## src/rtl/romix_pkg.sv

```systemverilog
// Shared types and constants for the ROMix loop-index sequencer.
package romix_pkg;

  typedef enum logic [1:0] {
    IDLE = 2'd0,
    FILL = 2'd1,
    MIX  = 2'd2
  } romix_cnt_state_t;

  localparam logic PHASE_FILL  = 1'b0;
  localparam logic PHASE_MIX   = 1'b1;
  localparam int   ROMIX_IDX_W = 5;

endpackage

```

## src/rtl/romix_index_reg.sv

```systemverilog
// Generalised WIDTH-bit up counter with synchronous clear (dominant) and increment.
module romix_index_reg
  import romix_pkg::*;
#(
  parameter int WIDTH = ROMIX_IDX_W
) (
  input  logic             clk,
  input  logic             clr,
  input  logic             inc,
  output logic [WIDTH-1:0] q
);

  always_ff @(posedge clk) begin
    if (clr) begin
      q <= '0;
    end else if (inc) begin
      q <= q + 1'b1;
    end
  end

endmodule

```

## src/rtl/romix_phase_counter.sv

```systemverilog
// Programmable-length FILL/MIX index sequencer with last-step flag and done pulse.
module romix_phase_counter
  import romix_pkg::*;
#(
  parameter int WIDTH     = ROMIX_IDX_W,
  parameter bit TWO_PHASE = 1'b1
) (
  input  logic             clk,
  input  logic             reset,
  input  logic             start,
  input  logic             en,
  input  logic             clear,
  input  logic [WIDTH-1:0] limit,
  output logic [WIDTH-1:0] index,
  output logic             phase,
  output logic             busy,
  output logic             last,
  output logic             done
);

  romix_cnt_state_t state_q, state_d;
  logic [WIDTH-1:0] limit_q;
  logic             done_d;
  logic             cap_limit;
  logic             idx_clr;
  logic             idx_inc;
  logic             at_limit;

  assign at_limit = (index == limit_q);

  always_comb begin
    state_d   = state_q;
    done_d    = 1'b0;
    cap_limit = 1'b0;
    idx_clr   = 1'b0;
    idx_inc   = 1'b0;
    case (state_q)
      IDLE: begin
        if (start) begin
          cap_limit = 1'b1;
          idx_clr   = 1'b1;
          state_d   = FILL;
        end
      end
      FILL: begin
        if (en) begin
          if (at_limit) begin
            idx_clr = 1'b1;
            state_d = TWO_PHASE ? MIX : IDLE;
            done_d  = ~TWO_PHASE;
          end else begin
            idx_inc = 1'b1;
          end
        end
      end
      MIX: begin
        if (en) begin
          if (at_limit) begin
            idx_clr = 1'b1;
            state_d = IDLE;
            done_d  = 1'b1;
          end else begin
            idx_inc = 1'b1;
          end
        end
      end
      default: begin
        idx_clr = 1'b1;
        state_d = IDLE;
      end
    endcase
    // Abort overrides everything decoded above, including a same-cycle start.
    if (clear) begin
      state_d   = IDLE;
      done_d    = 1'b0;
      cap_limit = 1'b0;
      idx_clr   = 1'b1;
      idx_inc   = 1'b0;
    end
  end

  always_ff @(posedge clk) begin
    if (reset) begin
      state_q <= IDLE;
      limit_q <= '0;
      done    <= 1'b0;
    end else begin
      state_q <= state_d;
      done    <= done_d;
      if (cap_limit) begin
        limit_q <= limit;
      end
    end
  end

  romix_index_reg #(
    .WIDTH(WIDTH)
  ) u_index (
    .clk(clk),
    .clr(reset | idx_clr),
    .inc(idx_inc),
    .q  (index)
  );

  assign busy  = (state_q != IDLE);
  assign phase = (state_q == MIX) ? PHASE_MIX : PHASE_FILL;
  assign last  = busy & at_limit;

endmodule

```

## config.mk

```make
export PLATFORM = sky130hd
export DESIGN_NAME = romix_phase_counter
export DESIGN_NICKNAME = d
export VERILOG_FILES = /design/src/rtl/romix_pkg.sv /design/src/rtl/romix_index_reg.sv /design/src/rtl/romix_phase_counter.sv
export SDC_FILE = /design/constraint.sdc
export NUM_CORES = 1
export LEC_CHECK = 0
export ABC_AREA = 1
export CAP_MARGIN = 10
export CORE_MARGIN = 2
export CORE_UTILIZATION = 44
export CTS_BUF_LIST = sky130_fd_sc_hd__clkbuf_8
export CTS_CLUSTER_DIAMETER = 50
export DETAILED_ROUTE_END_ITERATION = 6
export PLACE_DENSITY = 0.77
export SLEW_MARGIN = 5
export SYNTH_ARGS = -nofsm -noshare
export SYNTH_HDL_FRONTEND = slang
export SYNTH_SLANG_ARGS = --single-unit
```

## constraint.sdc

```tcl
create_clock -name clk -period 1.6 [get_ports clk]
set_input_delay 0.4 -clock clk [delete_from_list [all_inputs] [get_ports clk]]
set_output_delay 0.4 -clock clk [all_outputs]
set_load 0.02 [all_outputs]
```

==> qor.yml, run 1 <==
status: "finished with violations"
violations: "setup timing"
max_cap_violations: 0
max_freq_mhz: 619
fin_nets: 171
rsz0062_at_grt: "true"
slew_headroom: 0.788
holdWs_ps: 564
cts_tree: "yes"
utilization: 0.730
die_h_microns: 46.6
n_antenna_cell: 0
antenna_found_initial: 0
synth.area.top_cells: "dfxtp_1, ha_1, nand2_1"
clockBufferDepth: 2
drtIter0Drc: 7
grt_pass1_vias: 747
htreeDepth: 1
endpoint_kind: "primary output"
synth.largest_area_cell: "dfxtp_1"
cp-endpoint: "last"
globalRouteMet1Util: 0.230
total_power_mw: 0.920
dp_hpwl_mm: 1.57
power_leakage_nw: 0.580
routed_wl_mm: 2.03
multi_input_area_sq_um: 493
final_antenna_net_count: 0
die_w_microns: 46.6
synth_most_common_cell: "nand2_1"
synth.distinct_cells: 18
grt_max_degree: 10
gp_congestion: 0.811
syn_nets: 123
crit_arrival_ps: 1210
core-area_sq_mm: 0.00171
finalHoldViolations: 0
port_buffers: 18
startpoint: "limit_q[3]"
reg2reg_from: "state_q[0]"
grtUsageMet2: 0.367
drc: 0
yosysTopAreaCellShare: 0.327
powerDensity_mw_per_mm2: 738
synth-async-reset-ratio: 0
regArea_sq_um: 268
fillers: 128
vias: 837
start_util: 0.467
numClockSinks: 13
cts_buffers: 3
grt_use_met3: 0.0353
finalSetupTns_ps: -14.4
cts-root-buf: "clkbuf_8"
overflow: 0
drv_slew: 0
synthCells: 106
clock_latency_ps: 240
hold_class: "flop to flop"
row_count: 15
io_pins: 19
cp_max_fo: 2
ys_warn_count: 0
clk_pin_slew_ps: 60
area_delta_synth_final_pct: 56.4
worstMarginPinSlew_ps: 318
finalWorstSetupSlack_ps: -14.4
post-route-period-util: 1.01
reg2reg_slack_ps: 150
grt_pass1_wl_mm: 3.03
synth_edf_count: 0
synth-seq-area-share: 0.327
ys.flop_type: "dfxtp_1"
reg2reg_depth: 6
avgSynthCellArea_sq_um: 7.52
synth_commonest_cells: "nand2_1, dfxtp_1, inv_1"
dr.pass1.iters: 4
grt_usage: 0.200
ir_drop_mv: 0.584
cp.required_ps: 1200
crit_path_start_kind: "flop"
yosys_register_bits: 13
finalSetupViolCount: 1
die_area_sq_mm: 0.00217
worstReg2RegEnd: "u_index.q[4]"
finalCriticalPeriod_ps: 1610
busiest_layer: "met2"
drive_gt1_frac: 0.379
syn_area_sq_um: 797
via_per_inst: 4.70
path_class: "flop to primary output"
skew_ps: 1.05
wl_per_cell_microns: 11.4
## cell usage in the layout, fill, tap and decap left out, types with 5 or more instances in the layout
cell type	count
nand2_1	20
dlygate4sd2_1	5
o21ai_0	5
buf_4	25
clkdlybuf4s50_1	10
dfxtp_1	7
nand3_1	7
nor2_1	10
a21oi_1	9
inv_2	5
inv_1	11
nand2_2	7
ha_1	7
dfxtp_2	6
## where the power goes
part / internal [mW] / switching (mW) / total (mW)
registers: 0.340 / 0.00977 / 0.350
logic: 0.138 / 0.137 / 0.275
clock network: 0.170 / 0.126 / 0.295
## stage by stage
step	area, sq um	setup WS (ps)	std cells
floorplan	800	28.6	106
global placement	1180	-235	171
detailed placement	1180	-262	171
CTS	1210	-39.8	175
global route	1250	-71.8	178
finish	1250	-14.4	178
## registers in the layout, summed over array words and instances, names as in the netlist
register and flops:
u_index.q 5, done 1, limit_q 5, state_q 2
## timing repair
item | in CTS | in global routing
hold buffers | 0 | 0
buffers inserted | 0 | 3
gates resized for setup | 21 | 9
endpoints found under the setup margin | 8 | 1
pin swaps | 1 | 3
## kinds of logic after synthesis
group / synth area share
flops: 0.327
fa+ha+maj: 0.110
simple gates: 0.341
xor+xnor: 0.0534
compound gates: 0.0989
buf+inv: 0.0706
## layout make-up
cell class	count	area share
multi-input cells	78	0.396
repair buffers	43	0.283
clock buffers	3	0.0331
flip-flops and latches	13	0.215
inverters	15	0.0452
well taps	25	0.0251
clock inverters	1	0.00301
## worst min path at each step
stage / startpoint / to / slack [ps] / cells after the start
final: limit_q[4] / limit_q[4] / 560 / 3
after global routing: limit_q[3] / limit_q[3] / 590 / 3
after CTS: limit_q[1] / limit_q[1] / 570 / 2
after detailed placement: limit_q[1] / limit_q[1] / 570 / 2
after global placement: limit_q[4] / limit_q[4] / 550 / 3
after floorplan: limit_q[0] / limit_q[0] / 440 / 2
## routing by layer
| metal | vias up | share of wire |
|---|---|---|
| li1 | 425 | - |
| met4 | 0 | 0.019 |
| met3 | 4 | 0.031 |
| met2 | 18 | 0.53 |
| met1 | 390 | 0.42 |
| met5 | - | 0 |
## worst max-delay path, cell delays in order, from the launching register on
cell	delay, ps
dfxtp_2	330
inv_1	50
nand2_1	50
nand2_1	80
nor2_4	150
nand3_4	100
nor2_4	90
buf_6	120
No activity file was read; power rests on OpenSTA's default activity.
==> run 2, diff against run 1 <==
- GPL_TIMING_DRIVEN: unset -> 1
==> results of run 2 <==
The final DEF is identical to that of run 1; final timing and power are the same.
==> run 3, diff against run 2 <==
- clock period: 1.6 -> 1.8 ns (I/O delays scaled with it)
==> run 3 against run 2 <==
  * Non-clock buffer count fell by 3
  * Routed wire length fell by 6.9%
  * Critical path type unchanged
  * Worst setup slack improved by 91 ps
  * Design area fell by 3.0%
  * The run now ends clean
  * Flip-flop and latch count did not move
  * Largest power group unchanged
==> qor.yml, run 3 (synthesis results as in run 1) <==
finalCriticalPeriod_ps: 1720
die_area_sq_mm: 0.00217  # unchanged
cts_setup_buffers: 0  # unchanged
htreeDepth: 1  # unchanged
reg2reg_from: "state_q[0]"
dpl_cell_area_sq_mm: 0.00117  # -0.21%
routed_wl_mm: 1.89  # -6.9%
vias: 799  # -4.5%
hold_class: "flop to flop"
powerDensity_mw_per_mm2: 644  # -13%
holdPathStages: 3  # unchanged
antenna_found_initial: 0  # unchanged
core-area_sq_mm: 0.00171  # unchanged
fin_cells: 175  # -1.7%
max_cap_violations: 0  # unchanged
clockBufferDepth: 2  # unchanged
grt_max_degree: 10  # unchanged
skew_ps: 3.13  # +2.08 ps
cts_tree: "yes"
cts-root-buf: "clkbuf_8"
fillers: 140  # +9.4%
start_util: 0.467  # unchanged
overflow: 0  # unchanged
drv_slew: 0  # unchanged
n_antenna_cell: 0  # unchanged
fin_nets: 168  # -1.8%
cp_max_fo: 3  # +1
clk_pin_slew_ps: 60  # about the same
startpoint: "u_index.q[4]"
port_buffers: 18  # unchanged
holdPathEnd: "limit_q[0]"
finalSetupViolCount: 0  # -1
final_antenna_net_count: 0  # unchanged
wl_per_cell_microns: 10.8  # -5.3%
cts_hold_buffers: 0  # unchanged
area_delta_synth_final_pct: 51.6
die_h_microns: 46.6  # unchanged
cp.required_ps: 1350  # +150 ps
grt_usage: 0.203  # +0.00256
dp_hpwl_mm: 1.54  # -2.2%
slew_headroom: 0.809  # +0.0213
min_from: "limit_q[0]"
drc: 0  # unchanged
worstMarginPinSlew_ps: 286  # -31.9 ps
crit_arrival_ps: 1270  # +60 ps
reg2reg_depth: 8  # +2
drive_gt1_frac: 0.300  # -0.0791
via_per_inst: 4.57  # -2.9%
reg2reg_slack_ps: 380  # +230 ps
rsz0062_at_grt: "false"
layout_common_cells: "nand2_1, buf_4, inv_1"
clock_latency_ps: 240  # about the same
place_inst: 171  # unchanged
reg_top3: "limit_q: 5 flops, u_index.q: 5 flops, state_q: 2 flops"
io_pins: 19  # unchanged
drtIter0Drc: 5  # -2
path_class: "flop to primary output"
finish.instance_area_sq_mm: 0.00121  # -3.0%
ir_drop_mv: 0.381  # -35%
numClockSinks: 13  # unchanged
row_count: 15  # unchanged
grt_pass1_wl_mm: 3.04  # +0.23%
power_leakage_nw: 0.575  # -0.97%
dr.pass1.iters: 4  # unchanged
post-route-period-util: 0.957
holdWs_ps: 567  # +2.18 ps
endpoint_kind: "primary output"
gp_congestion: 0.808  # -0.33%
crit_path_start_kind: "flop"
finalHoldViolations: 0  # unchanged
status: "complete, no violations"
max_freq_mhz: 580
grt_pass1_vias: 751  # +0.54%
worstReg2RegEnd: "state_q[1]"
cts_buffers: 3  # unchanged
die_w_microns: 46.6  # unchanged
[run 3: how the worst max path moves through the flow]
stage          endpoint  depth (start not counted)  slack (ps)
2_1_floorplan      last                          6          90
3_3_place_gp       last                          7        -100
3_5_place_dp       last                          7        -120
4_1_cts        index[3]                          2           3
5_1_grt            last                          7          10
6_report       index[4]                          2          80
[run 3: per-stage QoR]
| stage | TNS, ps | util | setup WS (ps) | total power [mW] |
|---|---|---|---|---|
| after floorplan | 0 | - | 91.8 | 0.438 |
| after global placement | -104 | 0.687 | -104 | 0.531 |
| after detailed placement | -124 | 0.687 | -124 | 0.538 |
| after CTS | 0 | 0.708 | 3.20 | 0.785 |
| after global routing | 0 | 0.708 | 14.0 | 0.826 |
| final | 0 | 0.708 | 77.0 | 0.778 |
[run 3: repair_timing]
item | 4_1_cts | 5_1_grt
cloned | 0 | 0
pin swaps | 0 | 0
hold endpoints to repair | 0 | 0
resized for setup | 10 | 4
setup endpoints to repair | 6 | 4
[run 3: routing by layer]
metal | global-route usage | wire (microns) | vias to the layer above
li1 | - | - | 423
met1 | 0.235 | 838 | 360
met2 | 0.367 | 986 | 14
met3 | 0.0353 | 56 | 2
met4 | 0.0743 | 9 | 0
met5 | 0 | 0 | -
[run 3: where the power goes]
part           total (mW)  leakage [nW]  switching [mW]  internal (mW)
clock network       0.251        0.0269           0.101          0.150
logic               0.217         0.441           0.112          0.106
registers           0.309         0.107         0.00781          0.301
[run 3: critical path: stages, from the launching register on]
cell and delay, ps:
dfxtp_2 340, buf_4 110, clkdlybuf4s50_1 590
[run 3: area by class of cell]
type,instances,area (sq um),share of cell area
multi-input combinational,78,480,0.398
timing repair buffer,40,333,0.275
sequential,13,263,0.217
clock inverter,1,3.75,0.00311
inverter,15,56.3,0.0466
clock buffer,3,41.3,0.0342
tap,25,31.3,0.0259
